### config.mk
export PLATFORM = sky130hd
export DESIGN_NAME = mem_access_unit
export DESIGN_NICKNAME = d
export VERILOG_FILES = /design/src/rtl/mau_pkg.sv /design/src/rtl/mau_load_ext.sv /design/src/rtl/mem_access_unit.sv
export SDC_FILE = /design/constraint.sdc
export NUM_CORES = 1
export LEC_CHECK = 0
export CAP_MARGIN = 20
export CORE_AREA = 3 3 103 105
export CTS_BUF_LIST = sky130_fd_sc_hd__clkbuf_2 sky130_fd_sc_hd__clkbuf_4 sky130_fd_sc_hd__clkbuf_8
export DETAILED_ROUTE_END_ITERATION = 10
export DIE_AREA = 0 0 106 108
export GPL_ROUTABILITY_DRIVEN = 0
export PLACE_DENSITY_LB_ADDON = 0.15
export SLEW_MARGIN = 20
export SYNTH_ARGS = -nofsm -noshare
export SYNTH_HDL_FRONTEND = slang
export SYNTH_SLANG_ARGS = --single-unit
export TNS_END_PERCENT = 30
### constraint.sdc
create_clock -name clk -period 1.58 [get_ports clk]
set_input_delay 0.158 -clock clk [delete_from_list [all_inputs] [get_ports clk]]
set_output_delay 0.158 -clock clk [all_outputs]
set_load 0.02 [all_outputs]
### src/rtl/mau_pkg.sv
// mau_pkg: shared definitions for the MEM-stage access unit.
//   LD_* codes   : EXE/MEM load_type encoding (LD_NONE means "not a load")
//   state_e      : access FSM states (exposed on the top's dbg_state port)
//   LANES        : byte lanes on the 32-bit data bus
//   be_count()   : number of enabled byte lanes, used to size a store
package mau_pkg;

  localparam int BUS_DW = 32;
  localparam int LANES  = BUS_DW / 8;

  localparam logic [3:0] LD_NONE = 4'd0;
  localparam logic [3:0] LD_LB   = 4'd1;
  localparam logic [3:0] LD_LBU  = 4'd2;
  localparam logic [3:0] LD_LH   = 4'd3;
  localparam logic [3:0] LD_LHU  = 4'd4;
  localparam logic [3:0] LD_LW   = 4'd5;

  typedef enum logic [2:0] {
    ST_IDLE,
    ST_REQ,
    ST_WAIT,
    ST_DONE,
    ST_DRAIN
  } state_e;

  function automatic logic [2:0] be_count(input logic [LANES-1:0] be);
    logic [2:0] n;
    n = '0;
    for (int i = 0; i < LANES; i++) begin
      n = n + {2'b00, be[i]};
    end
    return n;
  endfunction

endpackage

### src/rtl/mau_load_ext.sv
// mau_load_ext: combinational load data alignment and extension.
//   load_type in  4   LD_* code; LD_NONE yields zero
//   addr_lo   in  2   effective address bits [1:0]
//   rdata     in  32  raw bus read word
//   result    out 32  selected byte/half/word, sign- or zero-extended
module mau_load_ext
  import mau_pkg::*;
(
  input  logic [3:0]        load_type,
  input  logic [1:0]        addr_lo,
  input  logic [BUS_DW-1:0] rdata,
  output logic [BUS_DW-1:0] result
);

  logic [7:0]  byte_sel;
  logic [15:0] half_sel;

  always_comb begin
    byte_sel = rdata[7:0];
    case (addr_lo)
      2'd0: byte_sel = rdata[7:0];
      2'd1: byte_sel = rdata[15:8];
      2'd2: byte_sel = rdata[23:16];
      2'd3: byte_sel = rdata[31:24];
      default: byte_sel = rdata[7:0];
    endcase
    // Halfword lane is picked by addr[1] only; addr[0] is ignored here.
    half_sel = addr_lo[1] ? rdata[31:16] : rdata[15:0];

    result = '0;
    case (load_type)
      LD_LB:   result = {{24{byte_sel[7]}}, byte_sel};
      LD_LBU:  result = {24'd0, byte_sel};
      LD_LH:   result = {{16{half_sel[15]}}, half_sel};
      LD_LHU:  result = {16'd0, half_sel};
      LD_LW:   result = rdata;
      default: result = '0;
    endcase
  end

endmodule

### src/rtl/mem_access_unit.sv
// mem_access_unit: MEM-stage load/store sequencer. Converts the instruction held in
// the EXE/MEM register into one sram-like bus transaction, stalls EXE/MEM until the
// response arrives and returns the aligned, extended load data for MEM/WB.
//
// Ports
//   clk, rst (async, active-high)
//   mem_wmem, mem_load_type, mem_byte_valid, mem_addr, mem_wdata, mem_exc : EXE/MEM fields
//   mem_advance : EXE/MEM loads a new instruction this edge
//   flush       : kill the current access (irq or pipeline clear)
//   data_req/wr/be/addr/wdata, data_addr_ok, data_data_ok, data_rdata : data bus
//   mem_stall   : hold EXE/MEM
//   load_result : extended load data
//   adel, ades  : misaligned load / store (only with MEM_ALIGN_CHECK_EN)
//   dbg_state   : current FSM state
//
// Build option: MEM_ALIGN_CHECK_EN adds the alignment check and the adel/ades ports.
//
// Bus handshake: a request is presented while data_req is high and is accepted in the
// cycle data_addr_ok is high; address, byte enables and write data stay stable until
// then. Exactly one data_data_ok follows each accepted request, possibly in the same
// cycle as data_addr_ok; data_rdata is valid only with data_data_ok.
module mem_access_unit
  import mau_pkg::*;
#(
  parameter int AW = 32,
  parameter int DW = 32
) (
  input  logic             clk,
  input  logic             rst,
  input  logic             mem_wmem,
  input  logic [3:0]       mem_load_type,
  input  logic [LANES-1:0] mem_byte_valid,
  input  logic [AW-1:0]    mem_addr,
  input  logic [DW-1:0]    mem_wdata,
  input  logic             mem_exc,
  input  logic             mem_advance,
  input  logic             flush,
  output logic             data_req,
  output logic             data_wr,
  output logic [LANES-1:0] data_be,
  output logic [AW-1:0]    data_addr,
  output logic [DW-1:0]    data_wdata,
  input  logic             data_addr_ok,
  input  logic             data_data_ok,
  input  logic [DW-1:0]    data_rdata,
  output logic             mem_stall,
`ifdef MEM_ALIGN_CHECK_EN
  output logic             adel,
  output logic             ades,
`endif
  output logic [DW-1:0]    load_result,
  output state_e           dbg_state
);

  state_e        state;
  logic [DW-1:0] rdata_q;
  logic [DW-1:0] ext_data;
  logic          is_load;
  logic          misaligned;
  logic          access;
  logic          issue;
  logic          accepted;
  logic          resp_ok;

  mau_load_ext u_load_ext (
    .load_type (mem_load_type),
    .addr_lo   (mem_addr[1:0]),
    .rdata     (data_rdata),
    .result    (ext_data)
  );

  assign is_load = (mem_load_type != LD_NONE);

`ifdef MEM_ALIGN_CHECK_EN
  logic is_half;
  logic is_word;

  // Store width is recovered from the number of enabled lanes.
  always_comb begin
    is_half = 1'b0;
    is_word = 1'b0;
    if (mem_wmem) begin
      is_half = (be_count(mem_byte_valid) == 3'd2);
      is_word = (be_count(mem_byte_valid) == 3'd4);
    end else begin
      is_half = (mem_load_type == LD_LH) || (mem_load_type == LD_LHU);
      is_word = (mem_load_type == LD_LW);
    end
    misaligned = (is_half && mem_addr[0]) || (is_word && (mem_addr[1:0] != 2'b00));
  end

  assign adel = is_load  & misaligned & ~mem_exc & ~flush;
  assign ades = mem_wmem & misaligned & ~mem_exc & ~flush;
`else
  assign misaligned = 1'b0;
`endif

  assign access   = (mem_wmem | is_load) & ~mem_exc & ~flush & ~misaligned;
  // A request is only driven from IDLE or REQ; flush drops it in the same cycle.
  assign issue    = access & ((state == ST_IDLE) | (state == ST_REQ));
  assign accepted = issue & data_addr_ok;
  // data_ok belongs to this instruction in WAIT or when it arrives with acceptance.
  assign resp_ok  = data_data_ok & ((state == ST_WAIT) | accepted);

  always_ff @(posedge clk or posedge rst) begin
    if (rst) begin
      state   <= ST_IDLE;
      rdata_q <= '0;
    end else begin
      case (state)
        ST_IDLE, ST_REQ: begin
          if (accepted) begin
            if (data_data_ok) begin
              rdata_q <= ext_data;
              // If EXE/MEM moves on in the response cycle there is nothing to hold.
              state   <= mem_advance ? ST_IDLE : ST_DONE;
            end else begin
              state <= ST_WAIT;
            end
          end else if (issue) begin
            state <= ST_REQ;
          end else begin
            state <= ST_IDLE;
          end
        end
        ST_WAIT: begin
          if (data_data_ok) begin
            rdata_q <= ext_data;
            state   <= (mem_advance || flush) ? ST_IDLE : ST_DONE;
          end else if (flush) begin
            state <= ST_DRAIN;
          end
        end
        ST_DONE: begin
          if (mem_advance || flush) state <= ST_IDLE;
        end
        ST_DRAIN: begin
          // The killed request still owes a response; swallow it.
          if (data_data_ok) state <= ST_IDLE;
        end
        default: state <= ST_IDLE;
      endcase
    end
  end

  assign data_req    = issue;
  assign data_wr     = issue & mem_wmem;
  assign data_be     = issue ? (mem_wmem ? mem_byte_valid : {LANES{1'b1}}) : '0;
  assign data_addr   = issue ? {mem_addr[AW-1:2], 2'b00} : '0;
  assign data_wdata  = (issue & mem_wmem) ? mem_wdata : '0;

  assign mem_stall   = (access & (state != ST_DONE) & ~data_data_ok) | (state == ST_DRAIN);
  assign load_result = resp_ok ? ext_data : ((state == ST_DONE) ? rdata_q : '0);
  assign dbg_state   = state;

endmodule

==> results of run 1 <==
final cells by class:
cell class | instances | area [um^2]
Timing Repair Buffer | 348 | 3600
Multi-Input combinational cell | 265 | 2623
Fill cell | 611 | 2170
Sequential cell | 35 | 878.3
Tap cell | 133 | 166.4
Inverter | 39 | 158.9
Clock buffer | 6 | 82.58
Clock inverter | 2 | 35.03
Timing Repair inverter | 1 | 16.27
through the flow:
stage          instance area [um^2]  power (uW)  instances  hold slack, ns  worst slack [ns]
2_1_floorplan                  3642        1918        372          0.2242           -0.2184
3_3_place_gp                   6624        2708        788          0.5074            -1.228
3_5_place_dp                   6624        2750        788          0.5148            -1.248
4_1_cts                        7380        3851        819          0.2224           -0.6591
5_1_grt                        7560        4108        829          0.2561           -0.6691
6_report                       7560        3917        829          0.2086           -0.6383
worst max-delay path by stage:
stage | from | to | slack [ns] | depth (start not counted)
final | dbg_state[1]$_DFFE_PP0P_ | load_result[27] | -0.64 | 7
after detailed placement | mem_addr[1] | load_result[29] | -1.25 | 8
after global placement | mem_addr[1] | load_result[30] | -1.23 | 8
after floorplan | dbg_state[1]$_DFFE_PP0P_ | load_result[10] | -0.22 | 6
after CTS | dbg_state[1]$_DFFE_PP0P_ | load_result[27] | -0.66 | 7
after global routing | dbg_state[1]$_DFFE_PP0P_ | load_result[24] | -0.67 | 7
power by group:
| group | internal [uW] | switching, uW |
|---|---|---|
| Sequential | 1080 | 99.1 |
| Combinational | 1020 | 831 |
| Clock | 511 | 383 |
| Total | 2600 | 1310 |
state kept, by name (all words and copies together) (netlist names):
register,cells
rdata_q,32
dbg_state,3
cells in the mapped netlist, types with 2 or more instances:
library cell / n
inv_1: 38
nand2_1: 36
dfrtp_1: 35
and3_1: 34
mux2i_1: 32
and2_1: 31
o21ai_0: 31
mux2_2: 18
a22oi_1: 17
a21oi_1: 15
clkbuf_1: 15
buf_2: 10
a221oi_2: 8
mux4_2: 8
a32o_1: 7
buf_6: 6
o21ai_1: 4
buf_4: 3
nor2_1: 3
nor2b_1: 2
nor3_1: 2
nor3b_1: 2
tightest hold or removal path, stage by stage:
cell             delay [ns]
clkdlybuf4s50_1        0.40
inv_1                  0.09
buf_12                 0.23
metal layers:
| layer | vias to the layer above | global-route usage | share of wire |
|---|---|---|---|
| li1 | 1968 | - | - |
| met1 | 2018 | 0.3237 | 0.38 |
| met4 | 2 | 0.08603 | 0.027 |
| met3 | 37 | 0.06388 | 0.082 |
| met5 | - | 0 | 0.00082 |
| met2 | 223 | 0.4586 | 0.51 |
layout by cell type, fill, tap and decap left out, drive strengths merged, types with 8 or more instances in the layout:
cell	count
a21oi	16
a221oi	9
a22oi	17
and2	31
and3	34
buf	231
clkbuf	10
clkdlybuf4s50	96
dfrtp	35
dlygate4sd2	8
inv	40
mux2	19
mux2i	32
mux4	8
nand2	36
o21ai	35
cells by family (layout without fill, tap and decap cells):
group / after synthesis / in the layout
simple gates: 116 / 116
flops: 35 / 35
xor+xnor: 1 / 1
compound gates: 87 / 87
buf+inv: 73 / 396
other cells: 1 / 2
mux: 58 / 59
repair_timing:
item                                   in CTS  in global routing
pin swaps                                   6                  6
setup buffers                              14                 11
resized for setup                         655                 48
endpoints found under the hold margin       0                  0
cloned                                      9                  0
setup endpoints to repair                 138                135
==> out/results.txt, run 1 <==
Num Clock Sinks: 35
Top cells by area, synth: dfrtp_1 27%, mux2i_1 10%, and3_1 6.6%
# setup viols final: 134
Slew Limit Fails: 0
Synth-to-Final Area Change: 136.1%
HPWL after DPL: 10.79 mm
IR drop worst, VDD: 474.7 uV
CP cell instances: or4b_4, a21oi_4, o21ai_4, buf_12, buf_16, o21ai_4, buf_6
Arr. time, crit path: 2.06 ns
CP Max Fanout: 7
Clk Latency, worst-skew pair: 0.31 ns
Failing checks: setup timing
GRT Total Usage: 0.2642
Initial DRC count: 262
Slowest-stage cell, CP: or4b_4
CTS Buf Count: 5
Multiplexer share of the synthesized area: 0.2196
Hold_buf cts: 0
Core Rows: 36
Share of layout cells above drive strength 1: 0.5230
Area leader, netlist: dfrtp_1
Top-area cell type share of the netlist area: 0.2735
Worst Path Class, Setup: reg2out
P_leak: 0.003572 uW
Via/cell ratio: 5.124
Reg2Reg Setup Slack: -0.47 ns
Pwr Density: 518.2 nW/um^2
Status: finished with violations
Clock Path Buffers: 2
Antenna viol nets, final: 0
Max-cap violations: 0
Post-synth EDFFs: 0
CTS tree: built
Clock-pin slew of the registers on the worst-case setup and hold paths: 0.09 ns
GR Overflow Total: 0
Post-synthesis compound-gate area fraction: 0.1923
Setup_tns: -44.75 ns
Post-Synth Adder-Cell Area: 0
Syn Area/Cell: 8.630 um^2
Root buffer cell: clkbuf_8
Nets: 807
Top Ports: 218
Setup crit end kind: output pin
Max stage delay on crit path: 0.50 ns
Die W: 106 um
Number of antenna violations at the first check in global routing: 1
Worst setup margin: -0.6383 ns
Synth Register Bits: 35
Worst setup SP type: register
R2r startpoint: dbg_state[1]$_DFFE_PP0P_
Die Ht: 108 um
Largest net degree at the start of global routing: 38
Post-Synthesis Cells: 371
Final hold vios: 0
Sequential-to-total area share from yosys stat: 0.2735
Vias in the first global route: 4401
Combinational family with the most area after synthesis: multiplexers
RR Endpoint: rdata_q[27]$_DFFE_PP0P_
Initial Utilization: 0.3291
WP data required: 1.42 ns
Via count: 4248
Post-Synth Simple-Gate Area: 0.2036
Reg2reg path depth: 9
Antenna cells: 0
Delay-heaviest family, CP: simple AND/OR/NAND/NOR gates
Min Tclk post-route: 2.218 ns
Area of the core: 9729 um^2
TritonRoute pass-1 iters: 4
Clk_skew: 0.01186 ns
Max Freq: 450.8 MHz
Die area: 11450 um^2
Fin crit share: 1.404
Worst Path Buf+Inv: 3
Wirelength, routed: 15.92 mm
First-pass GRT wire length: 23.74 mm
Synth Area in XOR/XNOR: 0.002735
Final core utilization: 0.7770
WL per Instance: 19.21 um
Ys async rst share: 1.000
Cell with the most instances on the worst path: o21ai_4
Yosys cell types: 36
Post-Syn Area: 3202 um^2
Unrepaired setup endpoints after global routing: yes
CTS H-tree lvls: 2
Top_reg_cell synth: dfrtp_1
PortBufs: 215
Min-Delay Path Class: in2async
Ys Warns: 0
# DRC: 0
Power figures use the tool's default switching activity.
==> run 2, diff against run 1 <==
--- a/config.mk
+++ b/config.mk
@@ -8,6 +8,7 @@
 export CAP_MARGIN = 20
 export CORE_AREA = 3 3 103 105
 export CTS_BUF_LIST = sky130_fd_sc_hd__clkbuf_2 sky130_fd_sc_hd__clkbuf_4 sky130_fd_sc_hd__clkbuf_8
+export CTS_CLUSTER_SIZE = 24
 export DETAILED_ROUTE_END_ITERATION = 10
 export DIE_AREA = 0 0 106 108
 export GPL_ROUTABILITY_DRIVEN = 0
==> results of run 2 <==
Same layout as run 1: the final DEF is identical, and so are final timing and power.
